**src/rtl/led_pwm_pkg.sv**
```systemverilog
// Shared types, constants and duty clamp helpers for the LED fade sequencer.
package led_pwm_pkg;

    localparam int DUTY_W = 8;
    localparam int CHAN_N = 3;

    typedef enum logic [2:0] {
        ST_IDLE,
        ST_RAMP_UP,
        ST_HOLD_HIGH,
        ST_RAMP_DOWN,
        ST_HOLD_LOW
    } fade_state_e;

    // The sum is formed one bit wider so a near-255 duty cannot wrap before the clamp.
    function automatic logic [DUTY_W-1:0] clamp_up(input logic [DUTY_W-1:0] d,
                                                   input logic [DUTY_W-1:0] step,
                                                   input logic [DUTY_W-1:0] lim);
        logic [DUTY_W:0] sum;
        sum = {1'b0, d} + {1'b0, step};
        return (sum >= {1'b0, lim}) ? lim : sum[DUTY_W-1:0];
    endfunction

    function automatic logic [DUTY_W-1:0] clamp_down(input logic [DUTY_W-1:0] d,
                                                     input logic [DUTY_W-1:0] step);
        return (d > step) ? (d - step) : '0;
    endfunction

endpackage

```
**src/rtl/led_fade_if.sv**
```systemverilog
// Control/status bundle between the fade sequencer and its host.
interface led_fade_if;
    import led_pwm_pkg::*;

    logic              en;
    logic [CHAN_N-1:0] led;
    logic [DUTY_W-1:0] duty;
    logic [1:0]        chan;
    logic              busy;

    modport master (output en, input led, duty, chan, busy);
    modport slave  (input en, output led, duty, chan, busy);
endinterface

```
**src/rtl/pwm_core.sv**
```systemverilog
// PWM period counter with registered per-channel compare; only the active channel can light.
module pwm_core
    import led_pwm_pkg::*;
#(
    parameter int PWM_PERIOD = 100
) (
    input  logic              clk,
    input  logic              rst,
    input  logic              en,
    input  logic [1:0]        chan,
    input  logic [DUTY_W-1:0] duty,
    output logic [CHAN_N-1:0] led
);

    logic [DUTY_W-1:0] cnt_q, cnt_d;
    logic [CHAN_N-1:0] led_q, led_d;

    always_comb begin
        cnt_d = '0;
        if (en && (cnt_q != DUTY_W'(PWM_PERIOD - 1)))
            cnt_d = cnt_q + DUTY_W'(1);
        // Gating on en makes the LEDs go dark in the same cycle the FSM drops to idle.
        led_d = '0;
        for (int i = 0; i < CHAN_N; i++)
            led_d[i] = en && (chan == 2'(i)) && (cnt_q < duty);
    end

    always_ff @(posedge clk) begin
        if (rst) begin
            cnt_q <= '0;
            led_q <= '0;
        end else begin
            cnt_q <= cnt_d;
            led_q <= led_d;
        end
    end

    assign led = led_q;

endmodule

```
**src/rtl/led_fade_sequencer.sv**
```systemverilog
// Breathing-pattern sequencer: step prescaler, hold counter and duty FSM, round-robin over three LEDs.
//   state        | meaning
//   ST_IDLE      | pattern stopped, duty 0, channel 0
//   ST_RAMP_UP   | duty rises by STEP per tick, clamped at PWM_PERIOD
//   ST_HOLD_HIGH | full brightness for HOLD_STEPS ticks
//   ST_RAMP_DOWN | duty falls by STEP per tick, clamped at 0
//   ST_HOLD_LOW  | dark for HOLD_STEPS ticks, then next channel
module led_fade_sequencer
    import led_pwm_pkg::*;
#(
    parameter int CLK_DIV    = 1_000_000,
    parameter int PWM_PERIOD = 100,
    parameter int STEP       = 4,
    parameter int HOLD_STEPS = 25
) (
    input logic         clk,
    input logic         rst,
    led_fade_if.slave   bus
);

    localparam int PRE_W  = (CLK_DIV > 1) ? $clog2(CLK_DIV) : 1;
    localparam int HOLD_W = $clog2(HOLD_STEPS + 1);
    localparam logic [DUTY_W-1:0] DUTY_MAX = DUTY_W'(PWM_PERIOD);
    localparam logic [DUTY_W-1:0] DUTY_STEP = DUTY_W'(STEP);

    fade_state_e       state_q, state_d;
    logic [DUTY_W-1:0] duty_q, duty_d;
    logic [1:0]        chan_q, chan_d;
    logic              busy_q, busy_d;
    logic [PRE_W-1:0]  pre_q, pre_d;
    logic [HOLD_W-1:0] hold_q, hold_d, hold_inc;
    logic              tick;

    assign tick     = bus.en && (pre_q == PRE_W'(CLK_DIV - 1));
    assign hold_inc = hold_q + HOLD_W'(1);

    always_comb begin
        state_d = state_q;
        duty_d  = duty_q;
        chan_d  = chan_q;
        hold_d  = hold_q;
        pre_d   = (bus.en && !tick) ? pre_q + PRE_W'(1) : '0;

        if (!bus.en) begin
            state_d = ST_IDLE;
            duty_d  = '0;
            chan_d  = '0;
            hold_d  = '0;
        end else begin
            case (state_q)
                ST_IDLE: begin
                    duty_d  = '0;
                    hold_d  = '0;
                    state_d = ST_RAMP_UP;
                end
                ST_RAMP_UP: if (tick) begin
                    duty_d = clamp_up(duty_q, DUTY_STEP, DUTY_MAX);
                    if (duty_d == DUTY_MAX) begin
                        state_d = ST_HOLD_HIGH;
                        hold_d  = '0;
                    end
                end
                ST_HOLD_HIGH: if (tick) begin
                    hold_d = hold_inc;
                    if (hold_inc == HOLD_W'(HOLD_STEPS)) begin
                        state_d = ST_RAMP_DOWN;
                        hold_d  = '0;
                    end
                end
                ST_RAMP_DOWN: if (tick) begin
                    duty_d = clamp_down(duty_q, DUTY_STEP);
                    if (duty_d == '0) begin
                        state_d = ST_HOLD_LOW;
                        hold_d  = '0;
                    end
                end
                ST_HOLD_LOW: if (tick) begin
                    hold_d = hold_inc;
                    if (hold_inc == HOLD_W'(HOLD_STEPS)) begin
                        state_d = ST_RAMP_UP;
                        hold_d  = '0;
                        chan_d  = (chan_q == 2'd2) ? 2'd0 : chan_q + 2'd1;
                    end
                end
                default: state_d = ST_IDLE;
            endcase
        end
        busy_d = (state_d != ST_IDLE);
    end

    always_ff @(posedge clk) begin
        if (rst) begin
            state_q <= ST_IDLE;
            duty_q  <= '0;
            chan_q  <= '0;
            busy_q  <= 1'b0;
            pre_q   <= '0;
            hold_q  <= '0;
        end else begin
            state_q <= state_d;
            duty_q  <= duty_d;
            chan_q  <= chan_d;
            busy_q  <= busy_d;
            pre_q   <= pre_d;
            hold_q  <= hold_d;
        end
    end

    pwm_core #(.PWM_PERIOD(PWM_PERIOD)) u_pwm_core (
        .clk  (clk),
        .rst  (rst),
        .en   (bus.en),
        .chan (chan_q),
        .duty (duty_q),
        .led  (bus.led)
    );

    assign bus.duty = duty_q;
    assign bus.chan = chan_q;
    assign bus.busy = busy_q;

endmodule
```
**src/flat_wrapper.sv**
```systemverilog
// flat-port wrapper written by rule: the top's interface ports become plain ports
module led_fade_sequencer_flat import led_pwm_pkg::*;
#(
    parameter int CLK_DIV    = 1_000_000,
    parameter int PWM_PERIOD = 100,
    parameter int STEP       = 4,
    parameter int HOLD_STEPS = 25
)
  (clk, rst, bus_en, bus_led, bus_duty, bus_chan, bus_busy);
  led_fade_if bus_i ();
  input logic clk;
  input logic rst;
  input wire logic [$bits(bus_i.en)-1:0] bus_en;
  output wire logic [$bits(bus_i.led)-1:0] bus_led;
  output wire logic [$bits(bus_i.duty)-1:0] bus_duty;
  output wire logic [$bits(bus_i.chan)-1:0] bus_chan;
  output wire logic [$bits(bus_i.busy)-1:0] bus_busy;
  assign bus_i.en = bus_en;
  assign bus_led = bus_i.led;
  assign bus_duty = bus_i.duty;
  assign bus_chan = bus_i.chan;
  assign bus_busy = bus_i.busy;
  led_fade_sequencer #(.CLK_DIV(CLK_DIV), .PWM_PERIOD(PWM_PERIOD), .STEP(STEP), .HOLD_STEPS(HOLD_STEPS)) u_core (.clk(clk), .rst(rst), .bus(bus_i));
endmodule
```
**config.mk**
```make
export PLATFORM = sky130hd
export DESIGN_NAME = led_fade_sequencer_flat
export DESIGN_NICKNAME = d
export VERILOG_FILES = /design/src/rtl/led_pwm_pkg.sv /design/src/rtl/led_fade_if.sv /design/src/rtl/pwm_core.sv /design/src/rtl/led_fade_sequencer.sv /design/src/flat_wrapper.sv
export SDC_FILE = /design/constraint.sdc
export NUM_CORES = 1
export LEC_CHECK = 0
export ABC_AREA = 1
export ABC_CLOCK_PERIOD_IN_PS = 1780
export CAP_MARGIN = 20
export CELL_PAD_IN_SITES_DETAIL_PLACEMENT = 2
export CELL_PAD_IN_SITES_GLOBAL_PLACEMENT = 2
export CORE_MARGIN = 4
export CORE_UTILIZATION = 31
export DETAILED_ROUTE_END_ITERATION = 6
export PLACE_DENSITY = 0.85
export SLEW_MARGIN = 20
export SYNTH_ARGS = -nofsm -noshare
export SYNTH_HDL_FRONTEND = slang
export SYNTH_SLANG_ARGS = --single-unit
```
**constraint.sdc**
```tcl
create_clock -name clk -period 1.78 [get_ports clk]
set_clock_uncertainty 0.15 [all_clocks]
set_input_delay 0.356 -clock clk [delete_from_list [all_inputs] [get_ports clk]]
set_output_delay 0.356 -clock clk [all_outputs]
set_load 0.01 [all_outputs]
```
# After elaboration in Yosys (flattened, before gate mapping)
# Index checks and enable logic that the tools add are counted.
[classes]
addsub = 6
n_mul = 0
div = 0
magnitude_cmp = 3
n_eq_ne = 15
shifts = 0
mux = 23
n_bitwise = 3
reduce_logical = 23
[ops]
columns = ["op", "count"]
rows = [
  ["$mux W8", 4],
  ["$mux W5", 6],
  ["$mux W3", 9],
  ["$pmux W8 S3", 1],
  ["$add A20 B1 Y20 const B", 1],
  ["$eq A20 B20 Y1 const B", 1],
  ["$pmux W5 S4", 1],
  ["$pmux W3 S5", 1],
  ["$ne A2 B1 Y1 const B", 5],
  ["$add A8 B3 Y9 const B", 1],
  ["$ge A9 B7 Y1 const B", 1],
  ["$logic_and A1 B1 Y1", 9],
  ["$add A8 B1 Y8 const B", 1],
  ["$eq A8 B7 Y1 const B", 1],
  ["$gt A8 B3 Y1 const B", 1],
  ["$logic_not A8 Y1", 1],
  ["$lt A8 B8 Y1", 1],
  ["$ne A8 B7 Y1 const B", 1],
  ["$reduce_or A2 Y1", 4],
  ["$sub A8 B3 Y8 const B", 1],
  ["$eq A3 B2 Y1 const B", 2],
  ["$reduce_and A3 Y1", 2],
  ["$reduce_and A6 Y1", 1],
  ["$reduce_bool A3 Y1", 2],
  ["other kinds (13)", 15],
]
[totals]
ff_bits = 50
latch_bits = 0
ram_bits = 0
mem_bits_ro = 0
inputBits = 3
output_inout_bits = 14
word_cells = 81
n_memories = 0

# Longest topological paths before layout
# Gate-level depths: netlist of run 1.
[logic_depth]
depth_word = 9
mapped_depth = 14
ltp_nobuf = 14

# Cells and area by module
# Synthesis of run 1 repeated with hierarchy kept, for this count alone.
[hier_totals]
hier_cells = 428
area_unflattened_um2 = 2987.9
[by_module_without_submodules]
columns = ["module", "instances", "cells_per_inst", "area_per_inst_um2"]
rows = [
  ["led_fade_sequencer", 1, 337, 2347.3],
  ["pwm_core", 1, 91, 640.6],
]

# Least setup slack after synthesis of run 1
# OpenSTA, ideal clock, no wires.
[synth_timing]
path_type = "register -> register"
from = "register u_core.duty_q[2], in the netlist u_core.bus.duty[2]"
to = "register u_core.hold_q[0]"
t_arrival_ns = 1.719
setup_slack_ns = -0.153
stages_incl_launch_ff = 13
path_buffers = 0
period_less_slack_ns = 1.933
path_cell_list = "dfxtp_1 -> inv_1 -> ha_1 -> nand3_1 -> nor2_1 -> nand3_1 -> nand2_1 -> nand3_4 -> nand2_4 -> nand3_4 -> nand2_1 -> inv_1 -> nor2_1"
[synth_between]
elab_chain_len = 6
word_cells_on_any_way = 11
[synth_rtl]
columns = ["element", "line", "rtl"]
rows = [
  ["from (decl)", "led_fade_sequencer.sv:27", "logic [DUTY_W-1:0] duty_q, duty_d;"],
  ["from (signal assigned)", "led_fade_sequencer.sv:101", "duty_q <= duty_d;"],
  ["$add A8 B3 Y9", "led_pwm_pkg.sv:20", "sum = {1'b0, d} + {1'b0, step};"],
  ["$ge A9 B7 Y1", "led_pwm_pkg.sv:21", "return (sum >= {1'b0, lim}) ? lim : sum[DUTY_W-1:0];"],
  ["$mux W8", "led_pwm_pkg.sv:21", ""],
  ["$eq A8 B7 Y1", "led_fade_sequencer.sv:58", "if (duty_d == DUTY_MAX) begin"],
  ["$ne A2 B1 Y1 (no line)", "n/a", ""],
  ["$reduce_and A6 Y1 (no line) (*)", "n/a", ""],
  ["to (signal assigned)", "led_fade_sequencer.sv:105", "hold_q <= hold_d;"],
  ["to (decl)", "led_fade_sequencer.sv:31", "logic [HOLD_W-1:0] hold_q, hold_d, hold_inc;"],
]
# Every way passes the cells marked *; elsewhere a longest branch is shown, timed or not.
# A chain may end at the register's enable or synchronous reset.

# Final worst setup path of run 1
[layout_timing]
from = "register u_core.duty_q[2], in the netlist u_core.bus.duty[2]"
to = "register u_core.hold_q[2]"
# The elaborated chain is that of the path after synthesis.

==> results of run 1 <==
## cell usage in the layout, fill, tap and decap left out, types with 5 or more instances in the layout
cell type                         netlist  layout
sky130_fd_sc_hd__a21oi_1               26      19
sky130_fd_sc_hd__a21oi_2                3      10
sky130_fd_sc_hd__buf_4                  2      75
sky130_fd_sc_hd__buf_6                  0       6
sky130_fd_sc_hd__clkbuf_8               0       5
sky130_fd_sc_hd__clkdlybuf4s50_1        0       5
sky130_fd_sc_hd__dfxtp_1               50      35
sky130_fd_sc_hd__dfxtp_2                0       8
sky130_fd_sc_hd__dfxtp_4                0       7
sky130_fd_sc_hd__dlygate4sd2_1          0       9
sky130_fd_sc_hd__ha_1                  15       7
sky130_fd_sc_hd__ha_4                   0       8
sky130_fd_sc_hd__inv_1                 56      47
sky130_fd_sc_hd__inv_2                  8      15
sky130_fd_sc_hd__nand2_1               83      72
sky130_fd_sc_hd__nand2_2                4       9
sky130_fd_sc_hd__nand2_4                2       6
sky130_fd_sc_hd__nand3_1               39      31
sky130_fd_sc_hd__nand3_2                3       8
sky130_fd_sc_hd__nand3_4                2       5
sky130_fd_sc_hd__nand4_1               15      15
sky130_fd_sc_hd__nor2_1                45      35
sky130_fd_sc_hd__nor2_2                12      14
sky130_fd_sc_hd__nor2_4                 2      10
sky130_fd_sc_hd__o21ai_1                4       5
sky130_fd_sc_hd__xor2_1                 9       8
## state kept, by name (all words and copies together) (netlist names)
signal and flops:
u_core.bus.chan 2, u_core.state_q 3, u_core.hold_q 5, u_core.u_pwm_core.led 3
u_core.bus.busy 1, u_core.bus.duty 8, u_core.u_pwm_core.cnt_q 8, u_core.pre_q 20
## critical path: stages (launching register included)
cell,delay [ps]
sky130_fd_sc_hd__dfxtp_4,440
sky130_fd_sc_hd__inv_6,60
sky130_fd_sc_hd__ha_4,280
sky130_fd_sc_hd__nand3_1,90
sky130_fd_sc_hd__nor2_1,180
sky130_fd_sc_hd__nand3_1,160
sky130_fd_sc_hd__nand2_4,110
sky130_fd_sc_hd__nand3_4,110
sky130_fd_sc_hd__nand2_8,110
sky130_fd_sc_hd__buf_4,120
sky130_fd_sc_hd__nand4_1,100
sky130_fd_sc_hd__nand2_1,100
sky130_fd_sc_hd__nor2_1,40
## repair_timing
action / 4_1_cts / 5_1_grt
endpoints found under the setup margin: 36 / 51
gates resized for setup: 70 / 68
setup buffers: 13 / 12
cloned: 1 / 0
pin swaps: 30 / 35
## power by group through the flow
| stage | Combinational [W] | Clock [W] | Sequential (W) |
|---|---|---|---|
| finish | 0.000433 | 0.000796 | 0.00115 |
| global route | 0.000456 | 0.000845 | 0.00115 |
| CTS | 0.000344 | 0.000760 | 0.00115 |
| detailed placement | 0.000301 | 0 | 0.00118 |
| global placement | 0.000276 | 0 | 0.00117 |
| floorplan | 0.000155 | 0 | 0.00118 |
## logic make-up (layout without fill, tap and decap cells)
| family | count (synthesis) | count (layout) | synth area share |
|---|---|---|---|
| simple gates | 227 | 228 | 0.373 |
| xor+xnor | 11 | 11 | 0.0322 |
| buf+inv | 73 | 172 | 0.0996 |
| mux | 1 | 1 | 0.00377 |
| fa+ha+maj | 15 | 15 | 0.0628 |
| flops | 50 | 50 | 0.335 |
| compound gates | 47 | 47 | 0.0941 |
## layer usage
layer	up-vias	global-route usage	part of all wire
met5	-	0	0
met4	0	0.118	0.058
met1	1738	0.269	0.36
li1	1569	-	-
met2	114	0.468	0.54
met3	65	0.0376	0.037
## metrics by stage
step / area [µm²] / std cells
after global placement: 3710 / 619
after detailed placement: 3710 / 619
final: 4480 / 653
after CTS: 4130 / 641
after global routing: 4480 / 653
after floorplan: 3000 / 424
## worst max-delay path by stage
stage,from,end,slack [ps],cells after the start
after floorplan,u_core.bus.duty[3],u_core.hold_q[0],20,12
after global placement,bus_en,u_core.hold_q[3],-140,9
after detailed placement,u_core.pre_q[1],u_core.bus.duty[0],-270,12
after CTS,u_core.pre_q[1],u_core.hold_q[0],-260,13
after global routing,u_core.bus.duty[2],u_core.hold_q[4],-440,13
final,u_core.bus.duty[2],u_core.hold_q[2],-380,12
## final cells by class
cell class / count / area (µm²)
clock buffer: 5 / 68.8
fill: 1051 / 4850
timing repair buffer: 98 / 805
multi-input combinational: 302 / 2120
inverter: 66 / 263
clock inverter: 3 / 25.0
tap: 129 / 161
sequential: 50 / 1040
==> impl_metrics.tcl, run 1 <==
set metrics [dict create \
    run_status "finished, violations left" \
    failed_checks "negative setup slack" \
    finalHoldViolations 0 \
    report.power.total_w 0.00238 \
    synth.net_count 442 \
    flow.area_growth_from_synthesis_pct 49.9 \
    grt_pass1_vias 3840 \
    number_of_cell_rows 35 \
    synth_seq_area_share 0.335 \
    average_footprint_of_a_synthesized_cell_um2 7.05 \
    routed_via_density 5.34 \
    worst_hold_path.endpoint "u_core.pre_q[15]" \
    post_synth_edffs 0 \
    routed_wl_mm 16.2 \
    ir_drop_mv 0.313 \
    synthMostInstantiatedCell "sky130_fd_sc_hd__nand2_1" \
    diodes 0 \
    grt_first_pass_wirelength_mm 21.8 \
    cell_internal_pwr_w 0.00159 \
    detailroute.via_count 3486 \
    cts_root_buffer "sky130_fd_sc_hd__clkbuf_8" \
    worst_skew_pair.late_latency_ps 340 \
    finish.utilization 0.480 \
    tightest_slew_ps 448 \
    global_route.overflow_total 0 \
    period_needed_ps 2160 \
    post_synth_most_frequent_cells "83 x sky130_fd_sc_hd__nand2_1, 56 x sky130_fd_sc_hd__inv_1, 50 x sky130_fd_sc_hd__dfxtp_1" \
    cts_hold_buf 0 \
    launching_element_type_of_the_critical_path "register" \
    cts_sink_count 50 \
    power.density_cell_area_mw_per_mm2 530 \
    synthFlopType "sky130_fd_sc_hd__dfxtp_1" \
    portion_of_total_power_attributed_to_combinational_logic 0.182 \
    worst_setup_path_end_kind "register" \
    die_area_mm2 0.0113 \
    detail_route.iter0.violations 106 \
    finalHoldWorstSlack_ps 380 \
    cts_inserted_buffers 5 \
    max_clock_buf_depth 2 \
    crit_reg_reg_startpoint "u_core.bus.duty[2]" \
    layout_setup_ws_ps -378 \
    port_buffers 16 \
    synth_warnings 0 \
    drt_pass1_iterations 4 \
    yosysTopAreaCellShare 0.335 \
    post-place-ws_ps -274 \
    asr_flop_ratio_synth 0 \
    power.share.switching 0.332 \
    max_freq_ghz 0.463 \
    power_frac_clock 0.335 \
    globalRouteTotalUtil 0.248 \
    nets_finish 541 \
    timing.rr.end "u_core.hold_q[2]" \
    holdCritPathClass "register to register" \
    detail_route.drc_violations 0 \
    synth.top_cells.by_area "sky130_fd_sc_hd__dfxtp_1 33%, sky130_fd_sc_hd__nand2_1 10%, sky130_fd_sc_hd__inv_1 7.0%" \
    cellLeakagePower_nw 1.95 \
    core_region_mm2 0.00933 \
    p_seq_frac 0.483 \
    worstSetupPathType "register to register" \
    timing.final.max_slew_violations 0 \
    die_height_um 106 \
    floorplan.initialDensity 0.321 \
    min_path_cells 2 \
    finalSetupViolCount 29 \
    timing.critical_path.fanout_max 6 \
    io_pins 17 \
    net-switching-power_w 0.000790 \
    antenna_left 0 \
    fp.dieW_um 106 \
    worst_ep_required_time_ps 1870 \
    hold_start "u_core.pre_q[15]" \
    rr_worst_depth 12 \
    dpl.hpwl_mm 8.74 \
    tritoncts "built" \
    worst-endpoint-arrival_ps 2250 \
    yosys_register_bits 50 \
    gpl.final_weighted_congestion 0.815 \
    cts.clk_slew.worst_paths_ps 120 \
    netlist.top_cell.by_area "sky130_fd_sc_hd__dfxtp_1" \
    grt_start_max_net_pins 18 \
    max_cap_viol_count 0 \
    number_of_antenna_violations_at_the_first_check_in_global_routing 0 \
    min_period_over_period 1.21 \
    postSynthCellCount 424 \
    grt_setup_unrepaired "yes" \
    reg2reg_setup_slack_ps -380 \
    slew_headroom 0.700 \
    fin_setup_tns_ps -5640 \
    h-tree-depth 2 \
    wire_per_inst_um 24.8 \
    synthesized_cell_area_mm2 0.00299 \
    layout-drive-gt1-share 0.412 \
    synth.lib_cells_used.distinct 40 \
]
Power figures use the tool's default switching activity.
==> run 2: changes to the inputs <==
--- a/config.mk
+++ b/config.mk
@@ -11,9 +11,11 @@
 export CELL_PAD_IN_SITES_DETAIL_PLACEMENT = 2
 export CELL_PAD_IN_SITES_GLOBAL_PLACEMENT = 2
 export CORE_MARGIN = 4
-export CORE_UTILIZATION = 31
+export CORE_UTILIZATION = 33
 export DETAILED_ROUTE_END_ITERATION = 6
+export DONT_BUFFER_PORTS = 1
 export PLACE_DENSITY = 0.85
+export SETUP_SLACK_MARGIN = 0.02
 export SLEW_MARGIN = 20
 export SYNTH_ARGS = -nofsm -noshare
 export SYNTH_HDL_FRONTEND = slang
==> run 2 against run 1 <==
Effect of this change:
- the run still ends with negative setup slack left
- largest power group unchanged
- combinational power shrank 4.6%
- clock power grew 12%
- flip-flop and latch count stayed put
- worst hold slack got worse by 120 ps
- largest cell class unchanged
- die area shrank 5.6%
- final cell count fell by 7.2%
- register-to-register slack better by 70 ps
- critical endpoint is now u_core.hold_q[0]
- global-route usage grew 0.43 points
- routed wire length fell by 0.93%
- sequential power barely moved
- critical path depth shrank 5
- setup slack gained 75 ps
==> impl_metrics.tcl, run 2 (same netlist as run 1, synthesis figures left out) <==
set metrics [dict create \
    drt_pass1_iterations 4 \
    die_area_mm2 0.0106 \
    global_route.overflow_total 0 \
    multiInputGateArea_mm2 0.00225 \
    max_clock_buf_depth 2 \
    detailroute.via_count 3390 \
    fin_setup_tns_ps -6840 \
    fp.dieW_um 103 \
    port_buffers 0 \
    worst_hold_path.endpoint "u_core.hold_q[4]" \
    slew_headroom 0.675 \
    nets_finish 516 \
    grt_first_pass_wirelength_mm 20.4 \
    regMostFlops "u_core.pre_q" \
    ir_drop_mv 0.379 \
    worst-endpoint-arrival_ps 2160 \
    number_of_cell_rows 34 \
    holdCritPathClass "input pin to register" \
    tightest_slew_ps 486 \
    diodes 0 \
    worstSetupPathType "register to register" \
    worst_setup_path_end_kind "register" \
    finish.utilization 0.503 \
    globalRouteTotalUtil 0.253 \
    min_path_cells 4 \
    detail_route.drc_violations 0 \
    finalHoldWorstSlack_ps 264 \
    design_area_mm2 0.00441 \
    grt_pass1_vias 3686 \
    core_region_mm2 0.00876 \
    io_pins 17 \
    worst_skew_pair.late_latency_ps 330 \
    failed_checks "negative setup slack" \
    launching_element_type_of_the_critical_path "register" \
    hold_start "rst" \
    die_height_um 103 \
    layout_setup_ws_ps -303 \
    antenna_left 0 \
    cts_sink_count 50 \
    number_of_antenna_violations_at_the_first_check_in_global_routing 0 \
    layout-drive-gt1-share 0.454 \
    timing.rr.end "u_core.hold_q[0]" \
    min_period_over_period 1.17 \
    max_cap_viol_count 0 \
    wire_per_inst_um 26.5 \
    crit_reg_reg_startpoint "u_core.state_q[1]" \
    grt_start_max_net_pins 21 \
    routed_via_density 5.59 \
    cellLeakagePower_nw 1.77 \
    layout.cells.most_common "sky130_fd_sc_hd__nand2_1" \
    dpl.hpwl_mm 7.71 \
    gpl.final_weighted_congestion 0.779 \
    final_cell_mix "63 x sky130_fd_sc_hd__nand2_1, 62 x sky130_fd_sc_hd__buf_4, 48 x sky130_fd_sc_hd__inv_1" \
    postPlaceCellArea_mm2 0.00349 \
    finalSetupViolCount 41 \
    grt_setup_unrepaired "yes" \
    timing.critical_path.fanout_max 7 \
    tritoncts "built" \
    rr_worst_depth 7 \
    run_status "finished, violations left" \
    worst_ep_required_time_ps 1860 \
    timing.final.max_slew_violations 0 \
    detail_route.iter0.violations 135 \
    period_needed_ps 2080 \
    ff_latch_area_mm2 0.00103 \
    largest_register_ffs 20 \
    cts.clk_slew.worst_paths_ps 110 \
    routed_wl_mm 16.1 \
    cts_inserted_buffers 5 \
    reg2reg_setup_slack_ps -300 \
    flow.area_growth_from_synthesis_pct 47.4 \
    fillerInstances 951 \
    max_freq_ghz 0.480 \
    h-tree-depth 2 \
    finalHoldViolations 0 \
    power.density_cell_area_mw_per_mm2 557 \
    floorplan.initialDensity 0.341 \
    cts_root_buffer "sky130_fd_sc_hd__clkbuf_8" \
]
run 2: cell types whose count changed in the layout (fill, tap and decap cells not counted), moves of 4 or more:
cell,delta
sky130_fd_sc_hd__clkdlybuf4s50_1,-5
sky130_fd_sc_hd__nand3_4,+4
sky130_fd_sc_hd__nand3_1,-7
sky130_fd_sc_hd__dlygate4sd2_1,-9
sky130_fd_sc_hd__nand2_2,+9
sky130_fd_sc_hd__buf_4,-13
sky130_fd_sc_hd__nand2_1,-9
run 2: cell type report:
type	instances	area share
clock inverter	2	0.00880
inverter	66	0.0607
multi-input combinational	302	0.511
tap	108	0.0306
clock buffer	5	0.0156
sequential	50	0.234
timing repair buffer	73	0.140
run 2: per-stage QoR:
| step | cells | setup slack (ps) | total power, W |
|---|---|---|---|
| 5_1_grt | 606 | -439 | 0.00252 |
| 4_1_cts | 592 | -218 | 0.00232 |
| 3_3_place_gp | 575 | -93.8 | 0.00143 |
| 6_report | 606 | -303 | 0.00246 |
| 2_1_floorplan | 424 | 25.1 | 0.00133 |
| 3_5_place_dp | 575 | -247 | 0.00145 |
run 2: timing repair:
item / CTS / global route
hold buffers: 0 / 0
pin swaps: 33 / 36
gates resized for setup: 50 / 102
buffers inserted: 10 / 15
cloned: 0 / 1
setup endpoints to repair: 26 / 47
run 2: report_power, final:
group,switching (W),internal [W],leakage [nW]
Sequential,0.0000219,0.00113,0.413
Clock,0.000472,0.000416,0.0542
Combinational,0.000257,0.000156,1.30
Total,0.000751,0.00170,1.77
run 2: worst max-delay path, cell delays in order (launching register included):
cell and delay, ps:
sky130_fd_sc_hd__dfxtp_1 530, sky130_fd_sc_hd__nor2_1 180, sky130_fd_sc_hd__nand2_1 150, sky130_fd_sc_hd__nand2_1 260, sky130_fd_sc_hd__a21oi_4 350, sky130_fd_sc_hd__nand4_1 190, sky130_fd_sc_hd__nand2_1 120, sky130_fd_sc_hd__nor2_1 50
run 2: how the worst max path moves through the flow:
| stage | from | end | cells after the start |
|---|---|---|---|
| floorplan | u_core.bus.duty[2] | u_core.hold_q[0] | 12 |
| global placement | u_core.pre_q[0] | u_core.bus.duty[6] | 12 |
| global route | u_core.pre_q[7] | u_core.hold_q[3] | 11 |
| finish | u_core.state_q[1] | u_core.hold_q[0] | 7 |
| detailed placement | u_core.pre_q[1] | u_core.bus.duty[6] | 12 |
| CTS | u_core.pre_q[1] | u_core.hold_q[2] | 13 |
run 2: layer usage:
| layer | up-vias | global-route usage | part of all wire |
|---|---|---|---|
| met1 | 1703 | 0.279 | 0.40 |
| met5 | - | 0 | 0 |
| li1 | 1516 | - | - |
| met3 | 67 | 0.0335 | 0.031 |
| met2 | 104 | 0.488 | 0.51 |
| met4 | 0 | 0.0906 | 0.055 |
==> patch 1, RTL diff (settings of run 2) <==
Re-encode `fade_state_e` (5 states) as one-hot, 5 bits wide.
--- a/src/rtl/led_pwm_pkg.sv
+++ b/src/rtl/led_pwm_pkg.sv
@@ -4,12 +4,12 @@
     localparam int DUTY_W = 8;
     localparam int CHAN_N = 3;
 
-    typedef enum logic [2:0] {
-        ST_IDLE,
-        ST_RAMP_UP,
-        ST_HOLD_HIGH,
-        ST_RAMP_DOWN,
-        ST_HOLD_LOW
+    typedef enum logic [4:0] {
+        ST_IDLE      = 5'b00001,
+        ST_RAMP_UP   = 5'b00010,
+        ST_HOLD_HIGH = 5'b00100,
+        ST_RAMP_DOWN = 5'b01000,
+        ST_HOLD_LOW  = 5'b10000
     } fade_state_e;
 
     // The sum is formed one bit wider so a near-255 duty cannot wrap before the clamp.
Check against the original RTL: no difference found for any inputs over 10 cycles, from zero or initial values and one cycle with rst high; not proved beyond that.
==> patch 1 against run 2 <==
The flow still finishes with violations (setup timing). Final area rose by 4.2%. Setup slack worse by 0.062 ns. Total power is 3.3% higher. Combinational power rose by 24%. Synthesized area grew 3.8%. Wire length up 7.0%. Via count rose by 7.0%. Sequential share of layout area increased by 0.060 points. Sequential cell count rose by 2. Critical path depth grew 4.
==> patch 1: results (changes against run 2) <==
- Hold EP: u_core.state_q[2] (was u_core.hold_q[4])
- Max Fanout on Critical Path: 8 (was 7)
- Power Clock: 0.000817 W (was 0.000888 W)
- Synth Area in Compound Gates: 0.0766 (was 0.0941)
- Met1 Usage GRT: 0.272 (was 0.279)
- Switching pwr: 0.000865 W (was 0.000751 W)
- GRT Util Overall: 0.251 (was 0.253)
- Fin nets: 541 (was 516)
- Post-Synth XOR/XNOR Area: 0.0451 (was 0.0322)
- Fin cells: 635 (was 606)
- Failing checks: setup timing (unchanged)
- Final setup margin: -0.365 ns (was -0.303 ns)
- DP HPWL: 8350 um (was 7710 um)
- Seq/Total Area, Yosys: 0.335 (about the same)
- Placed insts: 594 (was 575)
- WHS Path Cells: 3 (was 4)
- CP endpoint: u_core.hold_q[1] (was u_core.hold_q[0])
- Status: finished with violations (unchanged)
- Number of global-route vias before repair: 3894 (was 3686)
- Crit-path max cell delay: 0.39 ns (was 0.53 ns)
- Met3 usage: 0.0445 (was 0.0335)
- Initial antenna violation count: 1 (was 0)
- CP max-delay cell: dfxtp_4 (was dfxtp_1)
- Final Setup Violations: 29 (was 41)
- Final wirelength: 17200 um (was 16100 um)
- Leak: 1.94 nW (was 1.77 nW)
- Met3 WL: 670 um (was 503 um)
- Relative slew slack: 0.724 (was 0.675)
- Pre-CTS setup slack: -0.294 ns (was -0.247 ns)
- GRT met2 Usage: 0.462 (was 0.488)
- Multiplexer area fraction after synthesis: 0 (was 0.00377)
- Highest routed metal layer: met5 (was met4)
## patch 1: cell types whose count changed after synthesis, moves of 3 or more
cell,delta
nor2_1,+18
inv_1,-8
nor2_2,-8
nand3_1,-7
a21oi_1,-5
o21ai_0,+5
xor2_1,+4
a21oi_2,-3
buf_2,+3
nor3b_1,-3
## patch 1: cell type report
type                            count  area share
Clock inverter                      3     0.00599
Tap cell                          111      0.0302
Clock buffer                        5      0.0150
Inverter                           59      0.0536
Multi-Input combinational cell    316       0.500
Timing Repair Buffer               89       0.161
Sequential cell                    52       0.234
## patch 1: stage by stage
step / total power (W) / util / TNS [ns] / area, um2
floorplan: 0.00142 / - / -0.0505 / 3140
global placement: 0.00152 / 0.399 / -0.869 / 3670
detailed placement: 0.00155 / 0.399 / -3.54 / 3670
CTS: 0.00238 / 0.443 / -2.46 / 4070
global route: 0.00261 / 0.500 / -7.93 / 4600
finish: 0.00254 / 0.500 / -5.56 / 4600
==> patch 2, RTL diff (flow settings as in run 2) <==
Without the edit above. `CLK_DIV` is set to 1_000_000 in 2 places; all go to 500_000.
--- a/src/rtl/led_fade_sequencer.sv
+++ b/src/rtl/led_fade_sequencer.sv
@@ -8,7 +8,7 @@
 module led_fade_sequencer
     import led_pwm_pkg::*;
 #(
-    parameter int CLK_DIV    = 1_000_000,
+    parameter int CLK_DIV    = 500_000,
     parameter int PWM_PERIOD = 100,
     parameter int STEP       = 4,
     parameter int HOLD_STEPS = 25
--- a/src/flat_wrapper.sv
+++ b/src/flat_wrapper.sv
@@ -1,7 +1,7 @@
 // flat-port wrapper written by rule: the top's interface ports become plain ports
 module led_fade_sequencer_flat import led_pwm_pkg::*;
 #(
-    parameter int CLK_DIV    = 1_000_000,
+    parameter int CLK_DIV    = 500_000,
     parameter int PWM_PERIOD = 100,
     parameter int STEP       = 4,
     parameter int HOLD_STEPS = 25
Formal check against the unedited RTL: same outputs for any inputs over 10 cycles, from zero or initial values and one cycle with rst high; that may be too few to reach the edited logic, so the function may still have changed.
==> patch 2 against run 2 <==
The run still ends with setup timing left. Sequential cell count decreased by 1. Non-clock buffer count grew 25. Count of clock-buffer cells in the layout increased by 2. Wire length up 19%. Critical path type unchanged. First-iteration DRC count increased by 5.9%. Synthesized area is 2.3% lower. Largest power group unchanged. Final area is 4.9% higher. Combinational power down 5.6%. Total power fell by 1.7%. Setup slack lost 0.14 ns.
==> patch 2: results (changes against run 2) <==
- Status: finished with violations (unchanged)
- Failing checks: setup timing (unchanged)
- TritonRoute pass-1 iters: 7 (was 4)
- Crit-path max cell delay: 0.45 ns (was 0.53 ns)
- Pre-CTS setup slack: -0.230 ns (was -0.247 ns)
- Avg WL per Cell: 30.1 um (was 26.5 um)
- H-tree lvl count: 2 (unchanged)
- Syn_nets: 443 (was 442)
- CP max-delay cell: dfxtp_4 (was dfxtp_1)
- Max FFs per register: 19 (was 20)
- Pin count of the biggest net entering global routing: 15 (was 21)
- Routability congestion estimate: 0.862 (was 0.779)
- Max Fanout on Critical Path: 7 (unchanged)
- CTS max path bufs: 2 (unchanged)
- Highest routed metal layer: met4 (unchanged)
- Filler cell count: 941 (was 951)
- Tightest Pin Transition: 0.627 ns (was 0.486 ns)
- Final Setup Violations: 42 (was 41)
- Post-DP Area: 3430 um2 (was 3490 um2)
- Met2 wire length: 9480 um (was 8200 um)
- DRT iter0 DRCs: 143 (was 135)
- Met3 WL: 1040 um (was 503 um)
- DP HPWL: 8230 um (was 7710 um)
- Worst IR drop on VDD: 306 uV (was 379 uV)
- Seq/Total Area, Yosys: 0.336 (was 0.335)
- Reg clk slew, reported paths: 0.10 ns
- Critical R2R Launch: u_core.bus.duty[4] (was u_core.state_q[1])
- Pins Over Slew Limit: 0 (unchanged)
- Netlist cell types: 37 (was 40)
- Num CTS Buffers: 5 (unchanged)
- Top cells by area, synth: dfxtp_1, nand2_1, inv_1 (unchanged)
- GRT Util Overall: 0.295 (was 0.253)
- Path depth of the worst reg2reg path: 12 (was 7)
- M1 wire length: 7670 um (was 6470 um)
- Number of global-route vias before repair: 3928 (was 3686)
- Final setup margin: -0.446 ns (was -0.303 ns)
- Fin nets: 544 (was 516)
- Leak: 1.82 nW (was 1.77 nW)
- Top cells by count, synth: nand2_1, inv_1, nor2_1, dfxtp_1, nand3_1 (was nand2_1, inv_1, dfxtp_1, nor2_1, nand3_1)
- Number of diodes: 0 (unchanged)
- Worst hold path class: input pin to flop (unchanged)
- Data arrival time of the worst path: 2.34 ns (was 2.16 ns)
- Clk Tree Root Cell: clkbuf_8 (unchanged)
- Fraction of layout cells with a size suffix above 1: 0.531 (was 0.454)
- First-pass GRT wire length: 23100 um (was 20400 um)
- Via/cell ratio: 5.80 (was 5.59)
- WHS Path Cells: 3 (was 4)
-- patch 2: changes by cell type after synthesis, sizes merged, moves of 3 or more --
cell,before,now
a21oi,30,26
inv,65,68
nand2,89,86
nand3,44,39
nor2,59,67
nor3,6,14
nor3b,7,3
or2,4,1
xnor2,2,5
xor2,9,6
-- patch 2: through the flow --
| step | setup TNS, ns | instances | power (W) | util | hold WS (ns) |
|---|---|---|---|---|---|
| 3_3_place_gp | -0.312 | 581 | 0.00137 | 0.396 | 0.299 |
| 3_5_place_dp | -2.35 | 581 | 0.00139 | 0.396 | 0.327 |
| 2_1_floorplan | 0 | 425 | 0.00130 | - | 0.277 |
| 5_1_grt | -9.75 | 635 | 0.00249 | 0.533 | 0.269 |
| 4_1_cts | -1.96 | 613 | 0.00230 | 0.466 | 0.212 |
| 6_report | -7.52 | 635 | 0.00241 | 0.533 | 0.292 |
-- patch 2: where the power goes --
part           switching, W  internal (W)  leakage [nW]
Clock              0.000434      0.000459        0.0585
Combinational      0.000251      0.000139          1.35
Sequential        0.0000268       0.00110         0.411
Total              0.000712       0.00170          1.82
-- patch 2: logic make-up after synthesis --
family                   share of synthesized area
AO/OA/AOI/OAI                               0.0985
XOR/XNOR                                    0.0330
adder cells (fa/ha/maj)                     0.0643
buffers and inverters                       0.0985
flip-flops                                   0.336
AND/OR/NAND/NOR                              0.370
-- patch 2: path summary, 6_finish.rpt --
kind	slack, ns	to
max	-0.45	u_core.hold_q[4]
min reg2reg	0.32	u_core.u_pwm_core.cnt_q[0]
min	0.29	u_core.u_pwm_core.led[0]
max reg2reg	-0.45	u_core.hold_q[4]
-- patch 2: layout make-up --
class | instances | area share
multi-input combinational | 303 | 0.489
sequential | 49 | 0.223
inverter | 69 | 0.0603
timing repair buffer | 98 | 0.173
clock inverter | 1 | 0.00649
tap | 108 | 0.0292
clock buffer | 7 | 0.0187
-- patch 2: routing by layer --
metal,up-vias,GRT usage
met2,176,0.537
met4,0,0.123
met5,-,0
met3,72,0.0567
met1,1862,0.336
li1,1573,-
-- patch 2: timing repair --
action | 4_1_cts | 5_1_grt
pin swaps | 42 | 45
gates cloned | 0 | 1
setup buffers | 24 | 23
gates resized for setup | 87 | 121
setup endpoints to repair | 24 | 46
-- patch 2: critical path, delay by kind of cell (launching register included) --
family	cells	cell delay, ns
buffers and inverters	3	0.30
DFF	1	0.45
and+or+nand+nor	9	1.25
